File: src/rtl/mpeg_ps_multi_demuxer_pkg.sv
// Shared types and start-code constants for the MPEG-1 program-stream demultiplexer.
package mpeg_ps_pkg;

   typedef enum logic [3:0] {
      S_IDLE, S_Z1, S_Z2, S_CODE, S_PACK, S_LEN_HI, S_LEN_LO,
      S_HDR, S_STD1, S_PTS, S_DTS, S_PAYLOAD, S_SKIP
   } state_e;

   localparam logic [7:0] SC_PACK    = 8'hBA;
   localparam logic [7:0] SC_END     = 8'hB9;
   localparam logic [7:0] SC_SYS_HDR = 8'hBB;
   localparam logic [7:0] SC_PAD     = 8'hBE;

   typedef logic [32:0] ts_t;

   function automatic int chan_bits(input int n);
      return (n > 1) ? $clog2(n) : 1;
   endfunction

   function automatic logic is_av_code(input logic [7:0] c);
      return (c >= 8'hC0) && (c <= 8'hEF);
   endfunction

endpackage

File: src/rtl/mpeg_ps_ts_field.sv
// Assembles a 33-bit SCR/PTS/DTS from its 5-byte field; value includes the current byte.
module mpeg_ps_ts_field
   import mpeg_ps_pkg::*;
(
   input  logic       clk,
   input  logic       reset,
   input  logic       load,
   input  logic [2:0] idx,
   input  logic [7:0] data,
   output ts_t        value,
   output logic       marker_ok
);

   ts_t acc_q, acc_d;

   always_comb begin
      value = (idx == 3'd0) ? '0 : acc_q;
      case (idx)
         3'd0:    value[32:30] = data[3:1];
         3'd1:    value[29:22] = data;
         3'd2:    value[21:15] = data[7:1];
         3'd3:    value[14:7]  = data;
         default: value[6:0]   = data[7:1];
      endcase
      // bytes 1 and 3 carry no marker bit
      marker_ok = (idx == 3'd1) || (idx == 3'd3) || data[0];
      acc_d     = load ? value : acc_q;
   end

   always_ff @(posedge clk) begin
      if (reset) acc_q <= '0;
      else       acc_q <= acc_d;
   end

endmodule

File: src/rtl/mpeg_ps_multi_demuxer.sv
// MPEG-1 program-stream demultiplexer: parses pack/packet headers and routes
// payload of stream IDs matching per-channel filters.
module mpeg_ps_multi_demuxer
   import mpeg_ps_pkg::*;
#(
   parameter int NUM_STREAMS = 2,
   parameter int MAX_STUFF   = 16
) (
   input  logic                                clk,
   input  logic                                reset,
   input  logic [7:0]                          in_data,
   input  logic                                in_valid,
   input  logic [31:0]                         dclk,
   input  logic [8*NUM_STREAMS-1:0]            cfg_id,
   input  logic [8*NUM_STREAMS-1:0]            cfg_mask,
   input  logic [NUM_STREAMS-1:0]              cfg_en,
   output logic [7:0]                          out_data,
   output logic                                out_valid,
   output logic [chan_bits(NUM_STREAMS)-1:0]   out_chan,
   output logic                                out_first,
   output logic [33*NUM_STREAMS-1:0]           pts,
   output logic [NUM_STREAMS-1:0]              pts_valid,
   output logic [32:0]                         scr,
   output logic                                scr_valid,
   output logic [32:0]                         start_time,
   output logic                                start_valid,
   output logic                                end_code
);

   localparam int CHW = chan_bits(NUM_STREAMS);
   localparam int SW  = $clog2(MAX_STUFF + 1);

   state_e             state_q, state_d;
   logic [2:0]         idx_q, idx_d;
   logic [15:0]        len_q, len_d;
   logic [7:0]         code_q, code_d;
   logic [CHW-1:0]     chan_q, chan_d;
   logic [SW-1:0]      stuff_q, stuff_d;
   logic               has_dts_q, has_dts_d;
   logic               first_q, first_d;
   logic               scr_seen_q, scr_seen_d;
   logic [7:0]         out_data_q, out_data_d;
   logic               out_valid_q, out_valid_d;
   logic [CHW-1:0]     out_chan_q, out_chan_d;
   logic               out_first_q, out_first_d;
   ts_t                pts_q [NUM_STREAMS];
   ts_t                pts_d [NUM_STREAMS];
   logic [NUM_STREAMS-1:0] pts_valid_q, pts_valid_d;
   ts_t                scr_q, scr_d;
   logic               scr_valid_q, scr_valid_d;
   ts_t                start_time_q, start_time_d;
   logic               start_valid_q, start_valid_d;
   logic               end_code_q, end_code_d;

   logic               match;
   logic [CHW-1:0]     match_c;
   logic               ts_load, marker_ok;
   logic [2:0]         ts_idx;
   ts_t                ts_value;

   assign ts_load = in_valid && ((state_q == S_PACK && idx_q < 3'd5) || state_q == S_HDR ||
                                 state_q == S_PTS || state_q == S_DTS);
   assign ts_idx  = (state_q == S_HDR) ? 3'd0 : idx_q;

   mpeg_ps_ts_field u_ts_field (
      .clk       (clk),
      .reset     (reset),
      .load      (ts_load),
      .idx       (ts_idx),
      .data      (in_data),
      .value     (ts_value),
      .marker_ok (marker_ok)
   );

   // lowest enabled channel whose masked ID matches wins
   always_comb begin
      match   = 1'b0;
      match_c = '0;
      for (int unsigned c = 0; c < NUM_STREAMS; c++) begin
         if (!match && cfg_en[c] &&
             (((code_q ^ cfg_id[c*8 +: 8]) & cfg_mask[c*8 +: 8]) == 8'h00)) begin
            match   = 1'b1;
            match_c = CHW'(c);
         end
      end
   end

   always_comb begin
      state_d       = state_q;
      idx_d         = idx_q;
      len_d         = len_q;
      code_d        = code_q;
      chan_d        = chan_q;
      stuff_d       = stuff_q;
      has_dts_d     = has_dts_q;
      first_d       = first_q;
      scr_seen_d    = scr_seen_q;
      out_data_d    = out_data_q;
      out_valid_d   = 1'b0;
      out_chan_d    = out_chan_q;
      out_first_d   = 1'b0;
      pts_d         = pts_q;
      pts_valid_d   = '0;
      scr_d         = scr_q;
      scr_valid_d   = 1'b0;
      start_time_d  = start_time_q;
      start_valid_d = start_valid_q;
      end_code_d    = 1'b0;

      if (in_valid) begin
         case (state_q)
            S_IDLE: if (in_data == 8'h00) state_d = S_Z1;
            S_Z1:   state_d = (in_data == 8'h00) ? S_Z2 : S_IDLE;
            S_Z2:   if (in_data == 8'h01) state_d = S_CODE;
                    else if (in_data != 8'h00) state_d = S_IDLE;
            S_CODE: begin
               code_d = in_data;
               idx_d  = 3'd0;
               if (in_data == SC_PACK)          state_d = S_PACK;
               else if (in_data == SC_END)      begin end_code_d = 1'b1; state_d = S_IDLE; end
               else if (in_data >= SC_SYS_HDR)  state_d = S_LEN_HI;
               else                             state_d = S_IDLE;
            end
            S_PACK: begin
               if (idx_q == 3'd0 && !(in_data[7:4] == 4'b0010 && in_data[0])) begin
                  state_d = S_IDLE;
               end else begin
                  if (idx_q == 3'd4) begin
                     scr_d       = ts_value;
                     scr_valid_d = 1'b1;
                     scr_seen_d  = 1'b1;
                  end
                  if (idx_q == 3'd7) state_d = S_IDLE;
                  idx_d = idx_q + 3'd1;
               end
            end
            S_LEN_HI: begin
               len_d   = {in_data, 8'h00};
               state_d = S_LEN_LO;
            end
            S_LEN_LO: begin
               len_d   = {len_q[15:8], in_data};
               stuff_d = '0;
               chan_d  = match_c;
               if ({len_q[15:8], in_data} == 16'h0000)  state_d = S_IDLE;
               else if (is_av_code(code_q) && match)    state_d = S_HDR;
               else                                     state_d = S_SKIP;
            end
            default: begin
               len_d = len_q - 16'd1;
               case (state_q)
                  S_HDR: begin
                     if (in_data == 8'hFF) begin
                        if (stuff_q == SW'(MAX_STUFF)) state_d = S_SKIP;
                        else                           stuff_d = stuff_q + SW'(1);
                     end else if (in_data[7:6] == 2'b01) begin
                        state_d = S_STD1;
                     end else if (in_data[7:5] == 3'b001 && in_data[0]) begin
                        state_d   = S_PTS;
                        idx_d     = 3'd1;
                        has_dts_d = in_data[4];
                     end else if (in_data == 8'h0F) begin
                        state_d = S_PAYLOAD;
                        first_d = 1'b1;
                     end else begin
                        state_d = S_SKIP;
                     end
                  end
                  S_STD1: state_d = S_HDR;
                  S_PTS: begin
                     if (!marker_ok) begin
                        state_d = S_SKIP;
                     end else if (idx_q == 3'd4) begin
                        for (int unsigned c = 0; c < NUM_STREAMS; c++) begin
                           if (CHW'(c) == chan_q) begin
                              pts_d[c]       = ts_value;
                              pts_valid_d[c] = 1'b1;
                           end
                        end
                        // SCR is 90 kHz, dclk 45 kHz: work at half resolution
                        if (chan_q == '0 && !start_valid_q && scr_seen_q) begin
                           start_time_d  = {dclk + ts_value[32:1] - scr_q[32:1], 1'b0};
                           start_valid_d = 1'b1;
                        end
                        idx_d   = 3'd0;
                        state_d = has_dts_q ? S_DTS : S_PAYLOAD;
                        first_d = 1'b1;
                     end else begin
                        idx_d = idx_q + 3'd1;
                     end
                  end
                  S_DTS: begin
                     if (!marker_ok)            state_d = S_SKIP;
                     else if (idx_q == 3'd4)    begin state_d = S_PAYLOAD; first_d = 1'b1; end
                     else                       idx_d = idx_q + 3'd1;
                  end
                  S_PAYLOAD: begin
                     out_data_d  = in_data;
                     out_valid_d = 1'b1;
                     out_chan_d  = chan_q;
                     out_first_d = first_q;
                     first_d     = 1'b0;
                  end
                  default: ;
               endcase
               // the packet length bounds everything, even an unfinished header
               if (len_q == 16'd1) state_d = S_IDLE;
            end
         endcase
      end
   end

   always_ff @(posedge clk) begin
      if (reset) begin
         state_q       <= S_IDLE;
         idx_q         <= '0;
         len_q         <= '0;
         code_q        <= '0;
         chan_q        <= '0;
         stuff_q       <= '0;
         has_dts_q     <= 1'b0;
         first_q       <= 1'b0;
         scr_seen_q    <= 1'b0;
         out_data_q    <= '0;
         out_valid_q   <= 1'b0;
         out_chan_q    <= '0;
         out_first_q   <= 1'b0;
         for (int unsigned c = 0; c < NUM_STREAMS; c++) pts_q[c] <= '0;
         pts_valid_q   <= '0;
         scr_q         <= '0;
         scr_valid_q   <= 1'b0;
         start_time_q  <= '0;
         start_valid_q <= 1'b0;
         end_code_q    <= 1'b0;
      end else begin
         state_q       <= state_d;
         idx_q         <= idx_d;
         len_q         <= len_d;
         code_q        <= code_d;
         chan_q        <= chan_d;
         stuff_q       <= stuff_d;
         has_dts_q     <= has_dts_d;
         first_q       <= first_d;
         scr_seen_q    <= scr_seen_d;
         out_data_q    <= out_data_d;
         out_valid_q   <= out_valid_d;
         out_chan_q    <= out_chan_d;
         out_first_q   <= out_first_d;
         pts_q         <= pts_d;
         pts_valid_q   <= pts_valid_d;
         scr_q         <= scr_d;
         scr_valid_q   <= scr_valid_d;
         start_time_q  <= start_time_d;
         start_valid_q <= start_valid_d;
         end_code_q    <= end_code_d;
      end
   end

   always_comb begin
      for (int unsigned c = 0; c < NUM_STREAMS; c++) pts[c*33 +: 33] = pts_q[c];
   end

   assign out_data    = out_data_q;
   assign out_valid   = out_valid_q;
   assign out_chan    = out_chan_q;
   assign out_first   = out_first_q;
   assign pts_valid   = pts_valid_q;
   assign scr         = scr_q;
   assign scr_valid   = scr_valid_q;
   assign start_time  = start_time_q;
   assign start_valid = start_valid_q;
   assign end_code    = end_code_q;

endmodule

File: config.mk
export PLATFORM = sky130hd
export DESIGN_NAME = mpeg_ps_multi_demuxer
export DESIGN_NICKNAME = d
export VERILOG_FILES = /design/src/rtl/mpeg_ps_multi_demuxer_pkg.sv /design/src/rtl/mpeg_ps_ts_field.sv /design/src/rtl/mpeg_ps_multi_demuxer.sv
export SDC_FILE = /design/constraint.sdc
export NUM_CORES = 1
export LEC_CHECK = 0
export ABC_CLOCK_PERIOD_IN_PS = 7010
export CORE_UTILIZATION = 57
export CTS_CLUSTER_DIAMETER = 200
export DETAILED_ROUTE_END_ITERATION = 6
export PLACE_DENSITY = 0.84
export SYNTH_ARGS = -nofsm -noshare
export SYNTH_HDL_FRONTEND = slang
export SYNTH_SLANG_ARGS = --single-unit
File: constraint.sdc
create_clock -name clk -period 7.01 [get_ports clk]
set_clock_uncertainty 0.2 [all_clocks]
set_input_delay 1.402 -clock clk [delete_from_list [all_inputs] [get_ports clk]]
set_output_delay 1.402 -clock clk [all_outputs]
set_load 0.05 [all_outputs]
==> results of run 1 <==
## final timing paths
check	startpoint	depth (start not counted)	slack [ns]	end
setup / recovery	idx_q[2]	18	1.15	start_time[31]
hold / removal	out_data[1]	2	0.25	out_data[1]
setup reg to reg	idx_q[2]	18	1.15	start_time[31]
hold reg to reg	out_data[1]	2	0.25	out_data[1]
## synthesized netlist by cell type (all sizes together) (31+ instances only)
| cell | number |
|---|---|
| nand2 | 158 |
| dfxtp | 220 |
| clkbuf | 83 |
| inv | 115 |
| a211oi | 117 |
| xor2 | 32 |
| fa | 31 |
| nand3 | 34 |
| a21oi | 117 |
| ha | 39 |
| o21ai | 49 |
| nor2 | 207 |
## worst min-delay path, cell delays in order, from the launching register on
cell and delay [ns]:
sky130_fd_sc_hd__dfxtp_1 0.31, sky130_fd_sc_hd__nand2_1 0.05, sky130_fd_sc_hd__a21oi_1 0.05
## final cells by class
type	instances	area share, %
inverters	115	2.82
repair buffers	259	16.4
flip-flops and latches	220	28.8
multi-input cells	1049	44.1
clock buffers	30	4.26
clock inverters	11	1.39
well taps	270	2.21
## registers in the layout (all words and copies together), names as in the netlist, 2 cells and up
register,count
pts,66
scr,33
u_ts_field.acc_q,33
start_time,32
len_q,16
code_q,8
out_data,8
stuff_q,5
state_q,4
idx_q,3
pts_valid,2
## routing by layer
metal  share of wire, %  routed length (um)  track usage [%]  vias to the layer above
li1                   -                   -                -                     5516
met1                 42               15900             46.2                     5479
met2                 47               17800             57.5                      525
met3                7.2                2710             5.34                       91
met4                3.7                1400             14.3                        0
met5                  0                   0                0                        -
## through the flow
step	util, %	total power (W)	setup slack (ns)	area (um2)
finish	75.1	0.00396	1.15	15300
global route	75.1	0.00416	0.721	15300
CTS	75.1	0.00395	1.30	15300
detailed placement	70.8	0.00255	1.13	14400
global placement	70.8	0.00253	1.18	14400
floorplan	-	0.00225	2.04	11900
## kinds of logic (layout without fill, tap and decap cells)
group | Yosys count | after routing | share of synthesized area, %
AND/OR/NAND/NOR | 508 | 508 | 18.9
AO/OA/AOI/OAI | 392 | 392 | 22.0
flip-flops | 220 | 220 | 37.0
buffers and inverters | 209 | 415 | 6.71
adder cells (fa/ha/maj) | 70 | 70 | 9.30
XOR/XNOR | 48 | 48 | 3.53
multiplexers | 30 | 30 | 2.52
other | 1 | 1 | 0.0315
## power groups by stage
stage	sequential [W]	clock, W	combinational (W)
after floorplan	0.00141	0	0.000841
after global placement	0.00142	0	0.00111
after detailed placement	0.00143	0	0.00112
after CTS	0.00140	0.00141	0.00114
after global routing	0.00141	0.00147	0.00128
final	0.00140	0.00140	0.00116
==> flow_summary.ini, run 1 <==
[status]
outcome = finished, final reports clean

[placement]
gp_congestion = 0.984
place_inst = 1913
placement.io_buffers = 223
dp_hpwl_um = 27000

[timing]
tightestPinTransition_ns = 1.16
setup-tns-final_ns = 0
holdWs_ns = 0.253
fin_crit_sh_pct = 83.6
maxSlewHeadroom_pct = 22.3
timing.fmax_mhz = 171
unrepaired_setup_endpoints_after_global_routing = no
finalWorstPathRequiredPeriod_ns = 5.86
slew_viol_final = 0
finalSetupViolCount = 0
final_number_of_hold_violating_endpoints = 0

[worst_setup_path]
critPathCaptureType = register
criticalPathCategory = register to register
cp_top_family = compound AO/OA/AOI/OAI gates
crit_required_ns = 7.22
max_stage_delay_ns = 0.90
maximum_fanout_count_along_the_critical_path = 25
worst_setup_path_start_kind = register
cp.arrival_ns = 6.07
cells_along_the_critical_path = nor2_1, a21oi_2, buf_4, nand2_1, nor2_1, a31oi_1, ha_1, inv_1, ha_1, fa_1, a21o_1, a221oi_1, o31a_1, nor3_1, o31ai_1, o21ai_0, xor2_1, a22o_1
cp_slowest_cell = sky130_fd_sc_hd__dfxtp_1
critical_path_buf_inv_count = 2

[die]
design.die.area_um2 = 21500
floorplan.io_pins = 225
core_um2 = 20400
fp.dieW_um = 147
rows = 52
start_util_pct = 58.5
chipHeight_um = 147

[drt]
drc = 0
drt_first_iter_violations = 804
detail_route.wirelength_um = 37900
via_count = 11611
antenna_violating_nets_post_route = 0
routed_wire_length_per_instance_um = 19.4
firstDrtPassIters = 5
post_drt_via_cell_ratio = 5.94

[global_routing]
grt_pass1_vias = 10970
grt_pass1_wl_um = 59900
grt_total_ovfl = 0
grt.total_usage_pct = 35.1
grt_antenna_before_repair = 0
largest_net_degree_at_the_start_of_global_routing = 93

[clocking]
tritoncts = yes
holdBufCountCts = 0
post_cts.repair.setup_buffers = 0
cts-root-to-sink-buffers = 3
clockRootBuffer = sky130_fd_sc_hd__clkbuf_16
number_of_buffers_created_by_cts = 23
worst_skew_pair.late_latency_ns = 0.52
cts_resized = 0
clk_pin_slew_worst_paths_ns = 0.06
clock_sink_count = 220
cts_max_level = 1

[logic_synthesis]
synthArstFlopShare_pct = 0
synthesis.area_per_instance_um2 = 8.06
yosysTopAreaCell = sky130_fd_sc_hd__dfxtp_1
netlist_instances = 1478
synth_enable_flop_cells = 0
synth_sequential_area_ratio_pct = 37.0
synthFlopType = sky130_fd_sc_hd__dfxtp_1
synth_fp_nets = 1625
synth_seq_cells = 220
synth-warning-count = 0
yosys.cell_types.count = 75
synth_top_area_share_pct = 37.0
top_cells_by_area_synth = sky130_fd_sc_hd__dfxtp_1, sky130_fd_sc_hd__a211oi_1, sky130_fd_sc_hd__nor2_1
summed_instance_area_of_the_synthesized_netlist_um2 = 11900

[power_and_ir_drop]
power.clock.fraction_pct = 35.3
power_switching_w = 0.00128
internal_power_w = 0.00268
switching_share_pct = 32.4
p_leak_nw = 5.74
pwr-share-comb_pct = 29.3
pwr-share-seq_pct = 35.5
power_density_nw_per_um2 = 259
irDropWorstVdd_v = 0.000236

[cells_and_area]
layout.nets = 1815
final-instance-count-excl-fill = 1954
syn_to_layout_area_delta_pct = 28.4
multi_input_gate_area_um2 = 6750
antennaDiodeCount = 0
seqCellArea_um2 = 4400
commonest_cells_after_routing_fill_and_taps_aside = sky130_fd_sc_hd__clkdlybuf4s50_1, sky130_fd_sc_hd__dfxtp_1, sky130_fd_sc_hd__nor2_1
drive_gt1_share_pct = 5.76
final.fill_count = 1517
layout.cells.most_common = sky130_fd_sc_hd__clkdlybuf4s50_1

[run]
drv_cap = 0

[hold_path]
min-delay-path-class = register to register
Note: power is estimated with default switching activity, not from simulation.
==> run 2, diff against run 1 <==
Settings changed: ABC_CLOCK_PERIOD_IN_PS 7010 to 5300, CORE_UTILIZATION 57 to 48, PLACE_DENSITY 0.84 to 0.75.
Clock period 7.01 ns to 5.3 ns, I/O delays scaled along.
==> flow_summary.ini, run 2 (synthesized netlist as in run 1, its figures left out) <==
[status]
outcome = finished, final reports clean

[power_and_ir_drop]
power.clock.fraction_pct = 35.2
power_switching_w = 0.00170
irDropWorstVdd_v = 0.000396
power_density_nw_per_um2 = 337
switching_share_pct = 32.3
p_leak_nw = 5.93
internal_power_w = 0.00357
pwr-share-comb_pct = 29.7
pwr-share-seq_pct = 35.1

[worst_setup_path]
r2r-end = start_time[26]
reg2reg_depth = 16
crit_required_ns = 5.50
maximum_fanout_count_along_the_critical_path = 7
cp_top_family = compound AO/OA/AOI/OAI gates
critPathCaptureType = register
critical_path_buf_inv_count = 3
cp.arrival_ns = 5.20
worst_setup_path_start_kind = register
max_stage_delay_ns = 0.64
worst-r2r-setup-slack_ns = 0.30
r2r_start = state_q[0]
cp_slowest_cell = sky130_fd_sc_hd__a31oi_1
criticalPathCategory = register to register
cells_along_the_critical_path = inv_1, nor2_1, nand3_1, a31oi_1, fa_1, inv_1, ha_1, o211a_1, a211oi_1, o221ai_1, a2111oi_2, buf_4, nor2_1, a41oi_1, or4_1, nand3_1

[drt]
dr_wl_met2_um = 17900
wl_met3_um = 2850
firstDrtPassIters = 5
drc = 0
drt_first_iter_violations = 897
antenna_violating_nets_post_route = 0
detail_route.wirelength_um = 37300
maxUsedRoutingLayer = met4
post_drt_via_cell_ratio = 5.68
via_count = 11633
m1WireLength_um = 15700
routed_wire_length_per_instance_um = 18.2

[clocking]
cts_resized = 0
tritoncts = yes
clock_sink_count = 220
cts_max_level = 1
post_cts.repair.setup_buffers = 0
number_of_buffers_created_by_cts = 26
cts-root-to-sink-buffers = 3
holdBufCountCts = 0
clk_pin_slew_worst_paths_ns = 0.06
worst_skew_pair.late_latency_ns = 0.53
clockRootBuffer = sky130_fd_sc_hd__clkbuf_16

[cells_and_area]
antennaDiodeCount = 0
syn_to_layout_area_delta_pct = 31.4
drive_gt1_share_pct = 7.71
commonest_cells_after_routing_fill_and_taps_aside = sky130_fd_sc_hd__clkdlybuf4s50_1, sky130_fd_sc_hd__dfxtp_1, sky130_fd_sc_hd__nor2_1
largest_register_ffs = 66
layout.nets = 1855
final.fill_count = 2062
layout.cells.most_common = sky130_fd_sc_hd__clkdlybuf4s50_1

[die]
start_util_pct = 49.0
floorplan.io_pins = 225
chipHeight_um = 160
design.die.area_um2 = 25500
fp.dieW_um = 160
rows = 57
core_um2 = 24300

[hold_path]
timing.hold.worst_path_depth = 2
min-delay-path-class = register to register
worst_hold_path.endpoint = start_time[19]
timing.hold.worst.start = start_time[19]

[placement]
dp_worst_setup_slack_ns = 0.166
dp_hpwl_um = 27400
gp_congestion = 0.931
placement.io_buffers = 223

[timing]
unrepaired_setup_endpoints_after_global_routing = no
tightestPinTransition_ns = 1.04
slew_viol_final = 0
final_number_of_hold_violating_endpoints = 0
finalSetupViolCount = 0
timing.fmax_mhz = 200
finalWorstPathRequiredPeriod_ns = 5.00
fin_crit_sh_pct = 94.3
worst_slack_ns = 0.301
setup-tns-final_ns = 0
maxSlewHeadroom_pct = 30.1

[global_routing]
grt_antenna_before_repair = 0
grt.total_usage_pct = 28.9
grt_pass1_vias = 11094
grt_total_ovfl = 0
largest_net_degree_at_the_start_of_global_routing = 82
grt_pass1_wl_um = 59600

[run]
drv_cap = 0
==> run 2: cell type report <==
class / count / area [um2] / share of cell area, %
multi-input combinational: 1049 / 6740 / 43.1
sequential: 220 / 4400 / 28.1
timing repair buffer: 296 / 2780 / 17.8
clock buffer: 35 / 736 / 4.70
inverter: 115 / 432 / 2.76
tap: 324 / 405 / 2.59
clock inverter: 10 / 150 / 0.959
==> run 2: through the flow <==
| step | cells | area [um2] | util [%] | power [W] | hold slack, ns |
|---|---|---|---|---|---|
| after floorplan | 1478 | 11900 | - | 0.00298 | 0.231 |
| after global routing | 2049 | 15700 | 64.4 | 0.00553 | 0.271 |
| after CTS | 2049 | 15700 | 64.4 | 0.00527 | 0.253 |
| after detailed placement | 2004 | 14800 | 60.7 | 0.00341 | 0.246 |
| final | 2049 | 15700 | 64.4 | 0.00527 | 0.251 |
| after global placement | 2004 | 14800 | 60.7 | 0.00339 | 0.239 |
==> run 2: worst register-to-register path, stage by stage (launching register included) <==
cell and delay (ns):
sky130_fd_sc_hd__dfxtp_1 0.37, sky130_fd_sc_hd__inv_1 0.13, sky130_fd_sc_hd__nor2_1 0.35, sky130_fd_sc_hd__nand3_1 0.38
sky130_fd_sc_hd__a31oi_1 0.64, sky130_fd_sc_hd__fa_1 0.52, sky130_fd_sc_hd__inv_1 0.06, sky130_fd_sc_hd__ha_1 0.27
sky130_fd_sc_hd__o211a_1 0.26, sky130_fd_sc_hd__a211oi_1 0.31, sky130_fd_sc_hd__o221ai_1 0.23, sky130_fd_sc_hd__a2111oi_2 0.42
sky130_fd_sc_hd__buf_4 0.20, sky130_fd_sc_hd__nor2_1 0.06, sky130_fd_sc_hd__a41oi_1 0.24, sky130_fd_sc_hd__or4_1 0.14
sky130_fd_sc_hd__nand3_1 0.07
==> run 2: power by group through the flow <==
stage | Sequential (W) | Combinational [W] | Clock, W
after floorplan | 0.00186 | 0.00111 | 0
after global placement | 0.00188 | 0.00151 | 0
after detailed placement | 0.00188 | 0.00153 | 0
after CTS | 0.00185 | 0.00154 | 0.00188
after global routing | 0.00186 | 0.00172 | 0.00195
final | 0.00185 | 0.00157 | 0.00186
==> run 2: worst max path at each step <==
stage,start,endpoint,cells after the start
2_1_floorplan,state_q[2],start_time[26],19
3_3_place_gp,in_data[2],start_time[31],15
3_5_place_dp,in_data[2],start_time[31],14
4_1_cts,state_q[0],start_time[26],16
5_1_grt,state_q[0],start_time[32],16
6_report,state_q[0],start_time[26],16
==> run 2: layer usage <==
| metal | up-vias | global-route usage, % |
|---|---|---|
| li1 | 5594 | - |
| met1 | 5471 | 38.8 |
| met5 | - | 0 |
| met4 | 0 | 8.52 |
| met2 | 497 | 48.7 |
| met3 | 71 | 3.39 |
